===== src/rtl/sar_cmp_search.sv =====
// sar_cmp_search
//   Successive-approximation search engine driving a comparator's A operand.
//   A three-way binary search over 0 .. 2^W-1 locates the static B operand
//   from the comparator's l/e/g flags.
//
// Ports:
//   clk     rising-edge clock
//   rst     synchronous active-high reset (aborts a search, no done pulse)
//   start   request a new search (sampled only in IDLE)
//   cmp_l   comparator flag: trial <  target
//   cmp_e   comparator flag: trial == target
//   cmp_g   comparator flag: trial >  target
//   trial   registered operand driven to the comparator A input
//   busy    high while a search is in progress (DRIVE/EVAL)
//   done    one-cycle pulse at the end of a search (FIN)
//   found   result is valid (comparator reported equal)
//   err     illegal flag combination or bound violation ended the search
//   result  located target value, 0 when found=0
//   probes  number of EVAL cycles used by the last search
module sar_cmp_search #(
  parameter int W  = 4,
  parameter int PW = $clog2(W + 2)
) (
  input  logic          clk,
  input  logic          rst,
  input  logic          start,
  input  logic          cmp_l,
  input  logic          cmp_e,
  input  logic          cmp_g,
  output logic [W-1:0]  trial,
  output logic          busy,
  output logic          done,
  output logic          found,
  output logic          err,
  output logic [W-1:0]  result,
  output logic [PW-1:0] probes
);

  typedef enum logic [1:0] {IDLE, DRIVE, EVAL, FIN} state_t;

  localparam logic [W-1:0] ALL_ONES = '1;

  state_t         state, state_nxt;
  logic [W-1:0]   lo, hi;
  logic [W-1:0]   lo_nxt, hi_nxt, mid;
  logic [W:0]     sum;
  logic           ev_found, ev_err;

  // Flag decode for the EVAL cycle. Bound guards stop lo/hi from crossing,
  // so trial-1 / trial+1 can never wrap.
  always_comb begin
    lo_nxt   = lo;
    hi_nxt   = hi;
    ev_found = 1'b0;
    ev_err   = 1'b0;
    case ({cmp_l, cmp_e, cmp_g})
      3'b010: ev_found = 1'b1;
      3'b001: begin
        if (trial == lo) ev_err = 1'b1;
        else             hi_nxt = trial - 1'b1;
      end
      3'b100: begin
        if (trial == hi) ev_err = 1'b1;
        else             lo_nxt = trial + 1'b1;
      end
      default: ev_err = 1'b1;
    endcase
    // W+1-bit sum so lo+hi cannot overflow before the halving.
    sum = {1'b0, lo_nxt} + {1'b0, hi_nxt};
    mid = W'(sum >> 1);
  end

  // State register
  always_ff @(posedge clk) begin
    if (rst) state <= IDLE;
    else     state <= state_nxt;
  end

  // Next-state logic
  always_comb begin
    state_nxt = state;
    case (state)
      IDLE:    if (start) state_nxt = DRIVE;
      DRIVE:   state_nxt = EVAL;
      EVAL:    state_nxt = (ev_found || ev_err) ? FIN : DRIVE;
      FIN:     state_nxt = IDLE;
      default: state_nxt = IDLE;
    endcase
  end

  // Output decode
  always_comb begin
    busy = (state == DRIVE) || (state == EVAL);
    done = (state == FIN);
  end

  // Search datapath and held result registers
  always_ff @(posedge clk) begin
    if (rst) begin
      trial  <= '0;
      lo     <= '0;
      hi     <= '0;
      result <= '0;
      probes <= '0;
      found  <= 1'b0;
      err    <= 1'b0;
    end else begin
      case (state)
        IDLE: begin
          if (start) begin
            lo     <= '0;
            hi     <= ALL_ONES;
            trial  <= ALL_ONES >> 1;
            result <= '0;
            probes <= '0;
            found  <= 1'b0;
            err    <= 1'b0;
          end
        end
        EVAL: begin
          probes <= probes + 1'b1;
          if (ev_found) begin
            found  <= 1'b1;
            result <= trial;
          end else if (ev_err) begin
            err    <= 1'b1;
            found  <= 1'b0;
          end else begin
            lo     <= lo_nxt;
            hi     <= hi_nxt;
            trial  <= mid;
          end
        end
        default: ;
      endcase
    end
  end

endmodule


===== config.mk =====
export PLATFORM = sky130hd
export DESIGN_NAME = sar_cmp_search
export DESIGN_NICKNAME = d
export VERILOG_FILES = /design/src/rtl/sar_cmp_search.sv
export SDC_FILE = /design/constraint.sdc
export NUM_CORES = 1
export LEC_CHECK = 0
export CORE_ASPECT_RATIO = 0.7
export CORE_UTILIZATION = 55
export CTS_BUF_LIST = sky130_fd_sc_hd__clkbuf_4 sky130_fd_sc_hd__clkbuf_8
export CTS_CLUSTER_SIZE = 30
export DETAILED_ROUTE_END_ITERATION = 8
export GPL_TIMING_DRIVEN = 0
export PLACE_DENSITY = 0.79
export SLEW_MARGIN = 10
export SYNTH_ARGS = -nofsm -noshare
export SYNTH_HDL_FRONTEND = slang
export SYNTH_SLANG_ARGS = --single-unit

===== constraint.sdc =====
create_clock -name clk -period 3.1 [get_ports clk]
set_clock_uncertainty 0.2 [all_clocks]
set_input_delay 0.62 -clock clk [delete_from_list [all_inputs] [get_ports clk]]
set_output_delay 0.62 -clock clk [all_outputs]
set_load 0.01 [all_outputs]

==> flow_metrics.py, run 1 <==
metrics = {
    "status": {
        "status": "finished, final reports clean",
    },
    "synthesis": {
        "synth_edf_count": 0,
        "synth_top_area_share": 0.319,
        "yosys.area.top_type": "dfxtp_1",
        "async_flop_share": 0,
        "post-synth-top-count-cell": "dfxtp_1",
        "yosys-top-cells-count": "23 x dfxtp_1, 20 x nor2_1, 13 x nand2_1",
        "synthCells": 165,
        "synthTopCellsByArea": "dfxtp_1 32%, ha_1 7.8%, xnor2_2 5.6%",
        "synth_flop_cell": "dfxtp_1",
        "ys_seq_area_frac": 0.319,
        "ys_ff_latch": 23,
        "yosysWarnings": 0,
        "syn_avg_cell_area_sq_um": 8.75,
        "syn-cell-area_sq_um": 1440,
        "synth_nets": 181,
        "synth_cell_types": 44,
    },
    "sta": {
        "worst_pin_slew_ps": 598,
        "timing.final.crit_share": 0.941,
        "rsz0062_at_grt": "false",
        "hold_violations": 0,
        "relSlewSlack": 0.601,
        "max_freq_mhz": 343,
        "period_minus_slack_ps": 2920,
        "drv_slew": 0,
        "finalSetupTns_ps": 0,
        "finalSetupViolations": 0,
    },
    "setup_path": {
        "arrival_ps": 2910,
        "cp_top_family": "compound AO/OA/AOI/OAI gates",
        "cp-start-kind": "register",
        "worstPathRequired_ps": 3090,
        "critPathBufInv": 1,
        "max_stage_delay_ps": 370,
        "path_max_fanout": 9,
        "critical_path.cell_chain": "buf_4 -> xnor2_2 -> nand4_2 -> nand3_4 -> mux2_2 -> ha_1 -> nand2_1 -> a221o_1 -> o31ai_4 -> xnor2_1 -> a211oi_2",
        "critPathCaptureType": "register",
        "cp_slowest_cell": "mux2_2",
        "worstSetupPathType": "reg2reg",
    },
    "floorplan": {
        "rows": 15,
        "num_io_pins": 21,
        "die_h_um": 44.9,
        "initial_core_util": 0.583,
        "core_area_sq_um": 2480,
        "die_w_um": 63.2,
        "die-area_sq_um": 2840,
    },
    "detailed_routing": {
        "vias": 1325,
        "via_per_inst": 5.94,
        "drtAntennaViolNets": 0,
        "first_pass_iters": 4,
        "drc_errors": 0,
        "wl_um": 3550,
        "drt_iter0_markers": 77,
        "wl_per_cell_um": 15.9,
    },
    "clocking": {
        "cts_sinks": 23,
        "cts_hold_buffers": 0,
        "h-tree-depth": 1,
        "cts_tree": "yes",
        "clk_latency_ps": 270,
        "cts_buffer_depth": 2,
        "cts-root-buf": "clkbuf_8",
        "post_cts_buffers": 0,
        "path_clk_slew_ps": 90,
        "cts_buffers": 3,
    },
    "place": {
        "gp_congestion": 0.868,
        "dpl.hpwl_um": 2640,
        "portBuffers": 20,
    },
    "global_routing": {
        "gr-total-overflow": 0,
        "antenna_found_initial": 0,
        "grt.total_usage": 0.263,
        "grt_pass1_wl_um": 5690,
        "grt_pass1_vias": 1258,
        "grt_max_degree": 13,
    },
    "min_path": {
        "worstHoldPathType": "reg2reg",
    },
    "power": {
        "ir_drop_uv": 423,
        "leakage_nw": 0.663,
        "power.density_nw_per_um2": 591,
    },
    "finish": {
        "drive_gt1_frac": 0.132,
        "syn2layout_area_growth_pct": 22.1,
        "nets": 206,
        "antenna_cells": 0,
        "final_util": 0.712,
    },
    "run": {
        "maxCapViolations": 0,
    },
}
[layout make-up]
cell class                      instances  area, sq um
Multi-Input combinational cell        125          913
Fill cell                             204          714
Sequential cell                        23          460
Timing Repair Buffer                   20          208
Buffer                                 10         63.8
Clock buffer                            4         48.8
Tap cell                               34         42.5
Inverter                                7         26.3
[registers in the layout, summed over array words and instances (netlist names)]
register,cells
err,1
hi,4
found,1
state,2
trial,4
probes,3
lo,4
result,4
[worst reg2reg max path: stages, from the launching register on]
cell and delay, ps:
dfxtp_1 360, buf_4 210, xnor2_2 130, nand4_2 160, nand3_4 190, mux2_2 370
ha_1 340, nand2_1 70, a221o_1 310, o31ai_4 190, xnor2_1 100, a211oi_2 200
[metrics by stage]
step / instance area [sq um] / instances / power, mW / hold WS, ps / worst slack [ps]
2_1_floorplan: 1440 / 165 / 0.702 / 254 / 388
3_3_place_gp: 1690 / 219 / 0.827 / 265 / -212
3_5_place_dp: 1690 / 219 / 0.839 / 279 / -276
4_1_cts: 1740 / 223 / 1.03 / 291 / -0.00933
5_1_grt: 1760 / 223 / 1.10 / 312 / 94.0
6_report: 1760 / 223 / 1.04 / 289 / 184
[per-layer routing]
metal	wire length (um)	GRT usage
met5	0	0
met4	20	0.0636
met3	198	0.0429
met2	1690	0.465
met1	1640	0.344
[worst paths after layout]
kind	start	end	slack, ps	depth (start not counted)
setup / recovery	trial[0]	trial[2]	180	11
hold / removal	lo[1]	lo[1]	290	2
setup reg to reg	trial[0]	trial[2]	180	11
hold reg to reg	lo[1]	lo[1]	290	2
[power by group]
| part | internal [mW] | switching [mW] | leakage (nW) |
|---|---|---|---|
| Combinational | 0.206 | 0.274 | 0.449 |
| Sequential | 0.331 | 0.0360 | 0.188 |
| Clock | 0.100 | 0.0945 | 0.0262 |
| Total | 0.637 | 0.405 | 0.663 |
[repair_timing]
item / 4_1_cts / 5_1_grt
pin swaps: 0 / 2
resized for setup: 1 / 9
setup endpoints to repair: 1 / 2
[kinds of logic (layout without fill, tap and decap cells)]
logic type,Yosys count,in the layout,synth area share
AND/OR/NAND/NOR,56,56,0.190
AO/OA/AOI/OAI,41,41,0.198
flip-flops,23,23,0.319
buffers and inverters,17,41,0.0606
XOR/XNOR,14,14,0.111
adder cells (fa/ha/maj),10,10,0.0919
multiplexers,4,4,0.0303
[layout by cell type, fill, tap and decap left out, types with 3 or more instances in the layout]
| cell type | n |
|---|---|
| nand2_1 | 13 |
| o21ai_0 | 5 |
| mux2_2 | 3 |
| a31oi_1 | 4 |
| a21oi_1 | 12 |
| buf_4 | 3 |
| dlymetal6s2s_1 | 3 |
| clkbuf_1 | 5 |
| inv_1 | 6 |
| clkdlybuf4s50_1 | 17 |
| a22oi_1 | 4 |
| clkbuf_8 | 3 |
| nand3_1 | 7 |
| xnor2_1 | 7 |
| dfxtp_1 | 23 |
| xnor2_2 | 5 |
| ha_1 | 9 |
| nor3_1 | 3 |
| a211oi_1 | 5 |
| nor2_1 | 18 |
Note: power is estimated with default switching activity, not from simulation.
==> run 2, diff against run 1 <==
- CORE_MARGIN: default -> 2
==> flow_metrics.py, run 2 (synthesis gave the netlist of run 1 again) <==
metrics = {
    "global_routing": {
        "grt_pass1_wl_um": 5780,
        "grt.total_usage": 0.256,
        "gr-total-overflow": 0,
        "grt_max_degree": 15,
        "grt_pass1_vias": 1250,
        "antenna_found_initial": 0,
    },
    "floorplan": {
        "die-area_sq_um": 3060,
        "die_h_um": 46.9,
        "core_area_sq_um": 2480,
        "rows": 15,
        "num_io_pins": 21,
        "die_w_um": 65.2,
        "initial_core_util": 0.583,
    },
    "clocking": {
        "cts_buffer_depth": 2,
        "cts-root-buf": "clkbuf_8",
        "h-tree-depth": 1,
        "post_cts_buffers": 0,
        "cts_sinks": 23,
        "clk_latency_ps": 270,
        "path_clk_slew_ps": 80,
        "cts_tree": "yes",
        "cts_buffers": 3,
    },
    "setup_path": {
        "critPathCaptureType": "register",
        "cp-start-kind": "register",
        "arrival_ps": 2930,
        "critical_path.cell_chain": "buf_6 -> xnor2_1 -> nand4_1 -> nand3_1 -> buf_2 -> o21ai_0 -> ha_1 -> nand2_1 -> a221o_1 -> o31ai_4 -> xnor2_1 -> a211oi_2",
        "rrSetupSlack_ps": 160,
        "worstSetupPathType": "reg2reg",
        "max_stage_delay_ps": 360,
        "worstPathRequired_ps": 3090,
        "cp_slowest_cell": "ha_1",
        "path_max_fanout": 10,
        "crit_path_frequent_cell": "xnor2_1",
    },
    "sta": {
        "timing.final.crit_share": 0.947,
        "drv_slew": 0,
        "max_freq_mhz": 341,
        "period_minus_slack_ps": 2940,
        "relSlewSlack": 0.639,
        "hold_violations": 0,
        "rsz0062_at_grt": "false",
        "whs_ps": 291,
        "worst_pin_slew_ps": 542,
        "finalSetupViolations": 0,
    },
    "detailed_routing": {
        "wl_per_cell_um": 16.3,
        "vias": 1315,
        "drc_errors": 0,
        "drtAntennaViolNets": 0,
        "first_pass_iters": 4,
        "drt_iter0_markers": 98,
        "wl_um": 3640,
        "via_per_inst": 5.90,
    },
    "finish": {
        "drive_gt1_frac": 0.132,
        "syn2layout_area_growth_pct": 21.9,
        "mostFrequentLayoutCell": "dfxtp_1",
        "antenna_cells": 0,
        "nets": 206,
        "final_cell_mix": "23 x dfxtp_1, 18 x nor2_1, 17 x clkdlybuf4s50_1",
    },
    "place": {
        "gp_congestion": 0.854,
        "dpl.hpwl_um": 2690,
        "portBuffers": 20,
    },
    "status": {
        "status": "finished, final reports clean",
    },
    "power": {
        "power.density_nw_per_um2": 595,
        "ir_drop_uv": 365,
        "leakage_nw": 0.656,
        "report.power.total_mw": 1.05,
    },
    "run": {
        "maxCapViolations": 0,
    },
    "min_path": {
        "worstHoldPathType": "reg2reg",
    },
}
## run 2: changes by cell type in the layout (fill, tap and decap cells not counted), sizes merged
cell / change
clkinvlp: +1
clkbuf: -1
## run 2: area by class of cell
type / count / area, sq um
Buffer: 10 / 61.3
Clock buffer: 3 / 41.3
Clock inverter: 1 / 7.51
Fill cell: 205 / 717
Inverter: 7 / 26.3
Multi-Input combinational cell: 125 / 913
Sequential cell: 23 / 460
Tap cell: 34 / 42.5
Timing Repair Buffer: 20 / 208
## run 2: repair_timing
item	4_1_cts	5_1_grt
endpoints found under the setup margin	0	2
hold buffers	0	0
resized for setup	0	8
## run 2: worst paths after layout
| check | startpoint | end | cells after the start |
|---|---|---|---|
| worst max-delay path | trial[1] | trial[2] | 12 |
| worst min-delay path | lo[2] | lo[2] | 2 |
| worst max register to register | trial[1] | trial[2] | 12 |
| worst min register to register | lo[2] | lo[2] | 2 |
## run 2: power breakdown
part / switching, mW / internal (mW) / total [mW]
clock: 0.101 / 0.0910 / 0.192
combinational: 0.281 / 0.207 / 0.488
sequential: 0.0362 / 0.331 / 0.367
## run 2: routing by layer
layer,share of wire,GRT usage,vias to the layer above
met1,0.46,0.333,630
met3,0.057,0.0624,8
met5,0,0,-
met2,0.47,0.445,47
met4,0.015,0.0625,0
li1,-,-,630
## run 2: critical path, delay by kind of cell (launching register included)
family                     cells  cell delay [ps]
buffers and inverters          2              370
xor gates and xnor gates       2              320
adders and majority gates      1              360
and+or+nand+nor                3              430
DFF                            1              340
AOI/OAI and AO/OA              4              830
## run 2: through the flow
| stage | TNS (ps) | util | setup slack, ps | instance area [sq um] | cells |
|---|---|---|---|---|---|
| 3_5_place_dp | -626 | 0.681 | -265 | 1690 | 219 |
| 3_3_place_gp | -300 | 0.681 | -204 | 1690 | 219 |
| 5_1_grt | 0 | 0.711 | 12.3 | 1760 | 223 |
| 6_report | 0 | 0.711 | 164 | 1760 | 223 |
| 4_1_cts | 0 | 0.701 | 3.40 | 1740 | 223 |
| 2_1_floorplan | 0 | - | 388 | 1440 | 165 |
